**src/rtl/relay_nibble_fifo.sv**
```systemverilog
// Elastic nibble FIFO feeding a fixed-rate MSB-first bit serializer for the relay
// modulation path; absorbs link jitter and flags overflow and underrun.
`timescale 1ns/1ps

module relay_nibble_fifo #(
  parameter int DEPTH_LOG2  = 3,
  parameter int BIT_PERIOD  = 16,
  parameter int PRIME_LEVEL = 2
) (
  input  logic                clk,
  input  logic                reset,
  input  logic                enable,
  input  logic [3:0]          nib_in,
  input  logic                nib_valid,
  output logic                bit_out,
  output logic                bit_strobe,
  output logic [DEPTH_LOG2:0] level,
  output logic                overflow,
  output logic                underrun,
  output logic                busy
);

  localparam int DEPTH = 1 << DEPTH_LOG2;
  localparam int DIV_W = (BIT_PERIOD > 2) ? $clog2(BIT_PERIOD) : 1;
  localparam logic [DIV_W-1:0]      DIV_LAST  = DIV_W'(BIT_PERIOD - 1);
  localparam logic [DEPTH_LOG2:0]   FULL_LVL  = (DEPTH_LOG2 + 1)'(DEPTH);
  localparam logic [DEPTH_LOG2:0]   PRIME_LVL = (DEPTH_LOG2 + 1)'(PRIME_LEVEL);
  localparam logic [DEPTH_LOG2:0]   PTR_ONE   = (DEPTH_LOG2 + 1)'(1);

  typedef enum logic [1:0] {
    ST_IDLE,
    ST_PRIME,
    ST_SHIFT
  } state_t;

  state_t                state_q, state_d;
  logic [DIV_W-1:0]      div_q, div_d;
  logic [DEPTH_LOG2:0]   wr_ptr_q, wr_ptr_d;
  logic [DEPTH_LOG2:0]   rd_ptr_q, rd_ptr_d;
  logic [3:0]            shreg_q, shreg_d;
  logic [1:0]            idx_q, idx_d;
  logic                  overflow_q, overflow_d;
  logic                  underrun_q, underrun_d;
  logic                  strobe_q, strobe_d;
  logic [3:0]            fifo_mem [DEPTH];

  logic [DEPTH_LOG2:0]   level_w;
  logic                  full;
  logic                  boundary;
  logic                  pop;
  logic                  push;

  assign level_w  = wr_ptr_q - rd_ptr_q;
  assign full     = (level_w == FULL_LVL);
  assign boundary = (div_q == DIV_LAST);

  // Pops happen only at bit boundaries and see the occupancy before this cycle's write.
  always_comb begin
    state_d    = state_q;
    div_d      = boundary ? '0 : div_q + DIV_W'(1);
    wr_ptr_d   = wr_ptr_q;
    rd_ptr_d   = rd_ptr_q;
    shreg_d    = shreg_q;
    idx_d      = idx_q;
    overflow_d = overflow_q;
    underrun_d = 1'b0;
    strobe_d   = 1'b0;
    pop        = 1'b0;
    push       = 1'b0;

    case (state_q)
      ST_IDLE: begin
        if (level_w != '0) state_d = ST_PRIME;
      end
      ST_PRIME: begin
        if (boundary && (level_w >= PRIME_LVL)) begin
          pop     = 1'b1;
          state_d = ST_SHIFT;
        end
      end
      ST_SHIFT: begin
        if (boundary) begin
          if (idx_q != 2'd0) begin
            idx_d    = idx_q - 2'd1;
            strobe_d = 1'b1;
          end else if (level_w != '0) begin
            pop = 1'b1;
          end else begin
            underrun_d = 1'b1;
            state_d    = ST_IDLE;
          end
        end
      end
      default: state_d = ST_IDLE;
    endcase

    if (pop) begin
      shreg_d  = fifo_mem[rd_ptr_q[DEPTH_LOG2-1:0]];
      idx_d    = 2'd3;
      rd_ptr_d = rd_ptr_q + PTR_ONE;
      strobe_d = 1'b1;
    end

    push = nib_valid && (!full || pop);
    if (push) wr_ptr_d = wr_ptr_q + PTR_ONE;
    if (nib_valid && !push) overflow_d = 1'b1;

    // Flush wins over everything, including a nibble arriving this cycle.
    if (!enable) begin
      state_d    = ST_IDLE;
      div_d      = '0;
      wr_ptr_d   = '0;
      rd_ptr_d   = '0;
      shreg_d    = '0;
      idx_d      = '0;
      overflow_d = 1'b0;
      underrun_d = 1'b0;
      strobe_d   = 1'b0;
      push       = 1'b0;
    end
  end

  always_ff @(posedge clk or negedge reset) begin
    if (!reset) begin
      state_q    <= ST_IDLE;
      div_q      <= '0;
      wr_ptr_q   <= '0;
      rd_ptr_q   <= '0;
      shreg_q    <= '0;
      idx_q      <= '0;
      overflow_q <= 1'b0;
      underrun_q <= 1'b0;
      strobe_q   <= 1'b0;
    end else begin
      state_q    <= state_d;
      div_q      <= div_d;
      wr_ptr_q   <= wr_ptr_d;
      rd_ptr_q   <= rd_ptr_d;
      shreg_q    <= shreg_d;
      idx_q      <= idx_d;
      overflow_q <= overflow_d;
      underrun_q <= underrun_d;
      strobe_q   <= strobe_d;
    end
  end

  always_ff @(posedge clk) begin
    if (push) fifo_mem[wr_ptr_q[DEPTH_LOG2-1:0]] <= nib_in;
  end

  assign bit_out    = (state_q == ST_SHIFT) && shreg_q[idx_q];
  assign bit_strobe = strobe_q;
  assign level      = level_w;
  assign overflow   = overflow_q;
  assign underrun   = underrun_q;
  assign busy       = (state_q != ST_IDLE);

endmodule

```
**config.mk**
```make
export PLATFORM = sky130hd
export DESIGN_NAME = relay_nibble_fifo
export DESIGN_NICKNAME = d
export VERILOG_FILES = /design/src/rtl/relay_nibble_fifo.sv
export SDC_FILE = /design/constraint.sdc
export NUM_CORES = 1
export LEC_CHECK = 0
export BUFFER_PORTS_ARGS = -buffer_cell sky130_fd_sc_hd__buf_2
export CAP_MARGIN = 20
export CORE_MARGIN = 2
export CORE_UTILIZATION = 50
export DETAILED_ROUTE_END_ITERATION = 7
export PLACE_DENSITY_LB_ADDON = 0.05
export SLEW_MARGIN = 20
export SYNTH_ARGS = -nofsm -noshare
export SYNTH_HDL_FRONTEND = slang
export SYNTH_SLANG_ARGS = --single-unit
```
**constraint.sdc**
```tcl
create_clock -name clk -period 3.8 [get_ports clk]
set_input_delay 0.57 -clock clk [delete_from_list [all_inputs] [get_ports clk]]
set_output_delay 0.57 -clock clk [all_outputs]
set_load 0.05 [all_outputs]
```
# Word-level counts from Yosys, hierarchy flattened
# Memory sizes are Yosys's and may differ from the RTL's.
# Cells that the tools add are included.
# Widths: inputs -> output; s select.
[word_totals]
mem_bits_rw = 32
regBits = 23
input_bits = 8
n_memories = 1
[classes]
add_sub_neg = 5
n_mux = 42
eq_ne = 15
order_cmp = 2
reduce_logical = 13
[mem_list]
columns = ["name", "words", "width", "rd", "rd_ports_with_merged_regs", "wr", "line", "source"]
rows = [
  ["fifo_mem", 8, 4, 1, 0, 1, "45", "logic [3:0] fifo_mem [DEPTH];"],
]
[op_table]
columns = ["cell", "count"]
rows = [
  ["$mux 4", 8],
  ["$mux 2", 11],
  ["$mux 1", 20],
  ["$ne 3x3->1 const B", 5],
  ["$add 4x1->4 const B", 3],
  ["$ne 3x1->1 const B", 3],
  ["$eq 4x4->1 const B", 2],
  ["$ne 2x1->1 const B", 3],
  ["$pmux 2 s3", 1],
  ["$reduce_and 5->1", 1],
  ["$ge 4x2->1 const B", 1],
  ["$logic_and 1x1->1", 4],
  ["$reduce_bool 2->1", 2],
  ["$reduce_bool 4->1", 1],
  ["$sub 4x4->4", 1],
  ["$lt 2x3->1 const B", 1],
  ["$reduce_and 3->1", 1],
  ["$bmux 1 s2", 1],
  ["$eq 2x1->1 const B", 1],
  ["$eq 2x2->1 const B", 1],
  ["$logic_not 1->1", 2],
  ["$logic_not 2->1", 1],
  ["$pmux 1 s2", 1],
  ["$sub 2x1->2 const B", 1],
  ["$logic_or 1x1->1", 1],
]

# Longest topological paths before layout
# Gate-level depths: netlist of run 1.
[depth]
ltp_word = 12
mapped_depth = 12

# Least setup slack after synthesis of run 1
# OpenSTA, ideal clock, no wires.
[synth_path]
path_kind = "register to register"
start = "reg rd_ptr_q[1]"
end = "mem fifo_mem[0][0] (enable)"
t_arrival_ns = 2.676
setup_time_ns = 0.377
n_path_buf = 1
required_ns = 3.423
setup_slack_ns = 0.747
stages_incl_launch_ff = 9
cell_sequence = "dfrtp_1 clkbuf_1 inv_1 fa_1 inv_1 nand3_1 nor3_1 nand2b_1 nor4_1"
[synth_via]
elab_chain_len = 11
word_cells_on_any_way = 16
cone_classes = "add/sub: 1; order compare: 1; eq/ne: 1; mux: 8; reduce/logical: 5"
[synth_lines]
columns = ["item", "line", "source"]
rows = [
  ["start: declaration", "39", "logic [DEPTH_LOG2:0] rd_ptr_q, rd_ptr_d;"],
  ["start signal: assignment", "138", "rd_ptr_q <= rd_ptr_d;"],
  ["$sub 4x4->4 (*)", "53", "assign level_w = wr_ptr_q - rd_ptr_q;"],
  ["via level[1]", "17", "output logic [DEPTH_LOG2:0] level,"],
  ["parallel branches: the longest is 5 deep, another holds $ge 4x2->1", "-", ""],
  ["$logic_or 1x1->1 (*)", "104", "push = nib_valid && (!full || pop);"],
  ["$logic_and 1x1->1 (*)", "104", ""],
  ["$mux 1 (*)", "109", "if (!enable) begin"],
  ["$mux 1 (*)", "148", "if (push) fifo_mem[wr_ptr_q[DEPTH_LOG2-1:0]] <= nib_in;"],
  ["$mux 1 (not written as such) (*)", "148", ""],
  ["end: declaration", "45", ""],
]
# Mark *: on every way through the listed nets, which the timed path passes.

# Worst setup path after layout of run 1
[layout_path]
start = "reg rd_ptr_q[1]"
end = "mem fifo_mem[4][0] (enable)"
[layout_via]
elab_chain_len = 11
word_cells_on_any_way = 16
cone_classes = "add/sub: 1; order compare: 1; eq/ne: 1; mux: 8; reduce/logical: 5"
[layout_lines]
columns = ["item", "line"]
rows = [
  ["$sub 4x4->4 (*)", "53"],
  ["parallel branches: the longest is 5 deep, another holds $ge 4x2->1", "-"],
  ["$logic_or 1x1->1 (*)", "104"],
  ["$logic_and 1x1->1 (*)", "104"],
  ["$mux 1 (*)", "109"],
  ["$mux 1 (*)", "148"],
  ["$mux 1 (not written as such) (*)", "148"],
]
# Every way passes the cells marked *.

==> results.ini, run 1 <==
[run_status]
outcome=finished, final reports clean

[critical_path]
reg2reg_slack_ns=0.77
cp_slowest_cell=fa_1
crit_path_frequent_cell=inv_1
r2r_start=rd_ptr_q[1]
slowest_delay_ns=0.65
crit_required_ns=3.75
path_max_fanout=12
rr_worst_depth=7
regToRegEndpoint=fifo_mem[4][0]
cp-start-kind=flop
cp_cell_sequence=inv_1, fa_1, inv_1, nand3_1, o41a_1, nand2_1, nor3_1
endpoint_kind=flop
worst_ep_arrival_time_ns=2.98
setup.worst_path.class=flop to flop

[layout]
diodes=0
fin_nets=247
final_cell_mix=edfxtp_1 (32), nand2_1 (27), dfrtp_1 (23), buf_2 (16), inv_1 (15)
fin_util_pct=56.8
area_growth_pct=9.07
drive_above_1_share_pct=18.9
layout_commonest_cell=edfxtp_1
fillers=459

[synthesis]
yosysTopAreaCell=edfxtp_1
yosysSeqAreaShare_pct=57.4
synth.top_cell.area_share_pct=35.9
synthTopCellsByArea=edfxtp_1 (36%), dfrtp_1 (22%), mux4_2 (7.6%)
ys_warn_count=0
netlist_area_um2=2680
ys_ff_latch=55
ys.flop_type=edfxtp_1
synth-edff-count=32
synthArstFlopShare_pct=41.8
syn-num-nets=231
syn_avg_cell_area_um2=12.7
synthCells=211
synth.distinct_cells=46

[clocking]
cts_hold_buf=0
clkLatencyLatePin_ns=0.31
clock_sinks=55
cts.repair.resized=0
htree_levels=2
cts.path.max_buffers=2
cts_buffers=5
cts-root-buf=clkbuf_8
tritoncts=done
path_clk_slew_ns=0.10
post_cts_buffers=0

[routing]
routedWlPerCell_um=15.8
viasPerCell=5.53
finalWirelength_mm=4.72
vias=1648
antenna_left=0
dr.pass1.iters=4
drt-initial-drc-count=61
drc_errors=0

[sta]
rsz0062_at_grt=false
drv_slew=0
layout_min_cycle_time_ns=3.03
max_freq_mhz=330
finalClockSkew_ns=0.00643
post-route-period-util_pct=79.7
hold_violations=0
tightest_slew_ns=0.806
fin_ws_ns=0.772
fin_tns_setup_ns=0
slew-limit-headroom_pct=45.8
setup_viol=0

[power]
irDropWorstVdd_mv=0.234
power_mw=1.24
p_clk_share_pct=30.8
p_switching_mw=0.330
pwr-share-comb_pct=15.4
leakage_nw=1.15
p_int_mw=0.910
p_sw_share_pct=26.6
seqPwrFrac_pct=53.7
powerDensity_nw_per_um2=425

[placed_design]
place_ws_ns=0.732
port_buffers=16
hpwl_mm=3.50
gp_congestion=0.867

[floorplanning]
pin_count=17
chipWidth_um=77.1
core-area_um2=5140
start_util_pct=52.0
rows=26
die-area_um2=5950
die_h_um=77.1

[global_routing]
grt_pass1_vias=1693
gr-total-overflow=0
grt_usage_pct=17.7
antenna_found_initial=0
grt_pass1_wl_mm=8.16
grt_start_max_net_pins=34

[min_path]
hold_path_class=input port to async pin

[flow_run]
max_cap_violations=0

[worst max path at each step]
stage	start	endpoint	slack, ns	depth (start not counted)
floorplan	rd_ptr_q[1]	fifo_mem[0][0]	0.75	8
global placement	rd_ptr_q[1]	fifo_mem[4][0]	0.80	7
detailed placement	rd_ptr_q[1]	fifo_mem[4][0]	0.73	7
CTS	rd_ptr_q[1]	fifo_mem[4][0]	0.73	7
global route	rd_ptr_q[1]	fifo_mem[4][1]	0.53	7
finish	rd_ptr_q[1]	fifo_mem[4][0]	0.77	7
[cell families (layout without fill, tap and decap cells)]
kind of cell	after synthesis	after routing	share of synthesized area, %
xor+xnor	8	8	2.90
fa+ha+maj	12	12	5.89
mux	11	11	8.33
simple gates	70	70	13.9
flops	55	55	57.4
buf+inv	24	41	3.88
compound gates	31	31	7.62
[metal layers]
layer / vias up / global-route usage [%] / share of wire, %
met5: - / 0 / 0
met4: 0 / 6.61 / 2.1
met3: 8 / 4.24 / 4.1
met2: 40 / 31.2 / 52
met1: 814 / 21.0 / 42
li1: 786 / - / -
[cell usage after synthesis (all sizes together) (2+ instances only)]
master and n:
edfxtp 32, nand2 27, dfrtp 23, inv 16, ha 11, o21ai 11, mux4 9, nand3 9
and2 8, a21oi 7, xnor2 6, nor2 5, nor3 5, a21boi 4, buf 4, clkbuf 4
nor2b 3, nor4 3, a31oi 2, and3 2, mux2i 2, nand3b 2, nor3b 2, o211ai 2
xor2 2
[power groups by stage]
stage               clock [mW]  combinational, mW  sequential (mW)
finish                   0.382              0.191            0.666
CTS                      0.393              0.193            0.666
global placement             0              0.186            0.678
detailed placement           0              0.193            0.679
global route             0.419              0.212            0.669
floorplan                    0              0.147            0.676
[sequential cells by signal, indices dropped and copies added (netlist names)]
signal      flops
state_q         2
bit_strobe      1
fifo_mem       32
div_q           4
shreg_q         4
wr_ptr_q        4
rd_ptr_q        4
idx_q           2
overflow        1
underrun        1
[stage by stage]
stage                     instances  instance area, um^2  hold slack [ns]
after floorplan                 211                 2680            0.274
after global placement          290                 2810            0.467
after detailed placement        290                 2810            0.494
after CTS                       298                 2920            0.244
after global routing            298                 2920            0.260
final                           298                 2920            0.228
[layout make-up]
class                      instances  area [um^2]  share of cell area, %
sequential                        55         1540                   52.7
multi-input combinational        132         1030                   35.5
timing repair buffer              17         87.6                   3.00
tap                               70         87.6                   3.00
clock buffer                       5         68.8                   2.36
inverter                          16         60.1                   2.06
clock inverter                     3         42.5                   1.46
[worst max-delay path: cells and delay by family, from the launching register on]
family | cells | cell delay (ns)
simple gates | 3 | 0.80
fa+ha+maj | 1 | 0.65
flops | 1 | 0.63
compound gates | 1 | 0.35
buf+inv | 2 | 0.23
No activity file was read; power rests on OpenSTA's default activity.
==> run 2, diff against run 1 <==
- clock period: 3.8 -> 3.1 ns (I/O delays scaled with it)
==> results.ini, run 2 (synthesis gave the netlist of run 1 again) <==
[routing]
wl_met1_mm=2.05
vias=1662
routedWlPerCell_um=16.0
viasPerCell=5.45
dr.pass1.iters=4
drc_errors=0
antenna_left=0
finalWirelength_mm=4.87
wl_met2_mm=2.54
wl_met3_um=170
drt-initial-drc-count=86
routed.top_layer=met4

[global_routing]
grt_pass1_vias=1711
grt_start_max_net_pins=33
grt_usage_pct=18.6
grt_pass1_wl_mm=8.45
gr-total-overflow=0
antenna_found_initial=0

[clocking]
cts_hold_buf=0
clock_sinks=55
cts-root-buf=clkbuf_8
cts.path.max_buffers=2
htree_levels=2
tritoncts=done
clkLatencyLatePin_ns=0.31
cts_buffers=5
path_clk_slew_ns=0.10

[min_path]
hold_path_class=input port to async pin

[sta]
rsz0062_at_grt=true
tightest_slew_ns=0.603
max_freq_mhz=344
setup_viol=0
hold_violations=0
fin_ws_ns=0.194
layout_min_cycle_time_ns=2.91
drv_slew=0
finalClockSkew_ns=0.00971
slew-limit-headroom_pct=59.5
post-route-period-util_pct=93.7

[power]
power_mw=1.61
powerDensity_nw_per_um2=536
irDropWorstVdd_mv=0.297
leakage_nw=1.20

[placed_design]
gp_congestion=0.798
place_ws_ns=0.218
hpwl_mm=3.69
port_buffers=16

[layout]
fin_nets=254
drive_above_1_share_pct=21.7
area_growth_pct=12.1
fin_util_pct=58.3
layout_commonest_cell=edfxtp_1
final_cell_mix=edfxtp_1 (32), nand2_1 (27), dfrtp_1 (23), buf_2 (16), inv_1 (15)
diodes=0
largest_reg_flops=32

[floorplanning]
die_h_um=77.1
rows=26
start_util_pct=52.0
die-area_um2=5950
chipWidth_um=77.1
core-area_um2=5140
pin_count=17

[flow_run]
max_cap_violations=0

[critical_path]
crit_required_ns=3.04
setup.worst_path.class=flop to flop
path_max_fanout=7
endpoint_kind=flop
worst_ep_arrival_time_ns=2.85
cp-start-kind=flop

[run_status]
outcome=finished, final reports clean

[run 2: cell count changes in the layout (fill, tap and decap cells not counted), sizes merged]
cell    change
buf         +7
bufinv      +1
clkbuf      +1
clkinv      -1
inv         -1
[run 2: routing by layer]
layer  GRT usage (%)  vias to the layer above
li1                -                      805
met1            22.6                      814
met2            31.9                       33
met3            3.88                       10
met4            8.39                        0
met5               0                        -
[run 2: timing repair]
| action | CTS | global route |
|---|---|---|
| setup buffers | 0 | 0 |
| setup endpoints to repair | 0 | 12 |
| resized for setup | 0 | 1 |
| endpoints found under the hold margin | 0 | 0 |
[run 2: final timing paths]
kind	startpoint	endpoint	slack (ns)	cells after the start
setup / recovery	wr_ptr_q[0]	fifo_mem[5][2]	0.19	9
hold / removal	reset	div_q[2]	0.12	1
setup reg to reg	wr_ptr_q[0]	fifo_mem[5][2]	0.19	9
hold reg to reg	shreg_q[3]	shreg_q[3]	0.51	2
max in group asynchronous	reset	idx_q[0]	2.63	1
min in group clk	nib_in[0]	fifo_mem[4][0]	0.44	1
[run 2: worst max-delay path, stage by stage, from the launching register on]
cell and delay, ns:
dfrtp_1 0.44, inv_1 0.13, ha_1 0.17, inv_1 0.05, fa_1 0.59, inv_1 0.09, nand3_1 0.11, o41a_1 0.35
nand2_1 0.12, nor3_1 0.48
[run 2: area by class of cell]
class / count / area (um^2)
flip-flops and latches: 55 / 1540
clock inverters: 2 / 60.1
well taps: 70 / 87.6
inverters: 16 / 60.1
fillers: 452 / 2140
repair buffers: 24 / 140
clock buffers: 6 / 72.6
multi-input cells: 132 / 1040
[run 2: power breakdown]
group          switching, mW  internal, mW  leakage, nW
Clock                  0.224         0.323       0.0654
Sequential            0.0152         0.798        0.605
Combinational          0.165        0.0824        0.530
Total                  0.404          1.20         1.20
[run 2: per-stage QoR]
| step | hold WS, ns | std cells | setup TNS, ns | instance area [um^2] |
|---|---|---|---|---|
| global placement | 0.462 | 297 | 0 | 2860 |
| global route | 0.149 | 305 | -0.301 | 3000 |
| floorplan | 0.169 | 211 | 0 | 2680 |
| detailed placement | 0.477 | 297 | 0 | 2860 |
| finish | 0.118 | 305 | 0 | 3000 |
| CTS | 0.133 | 305 | 0 | 2990 |
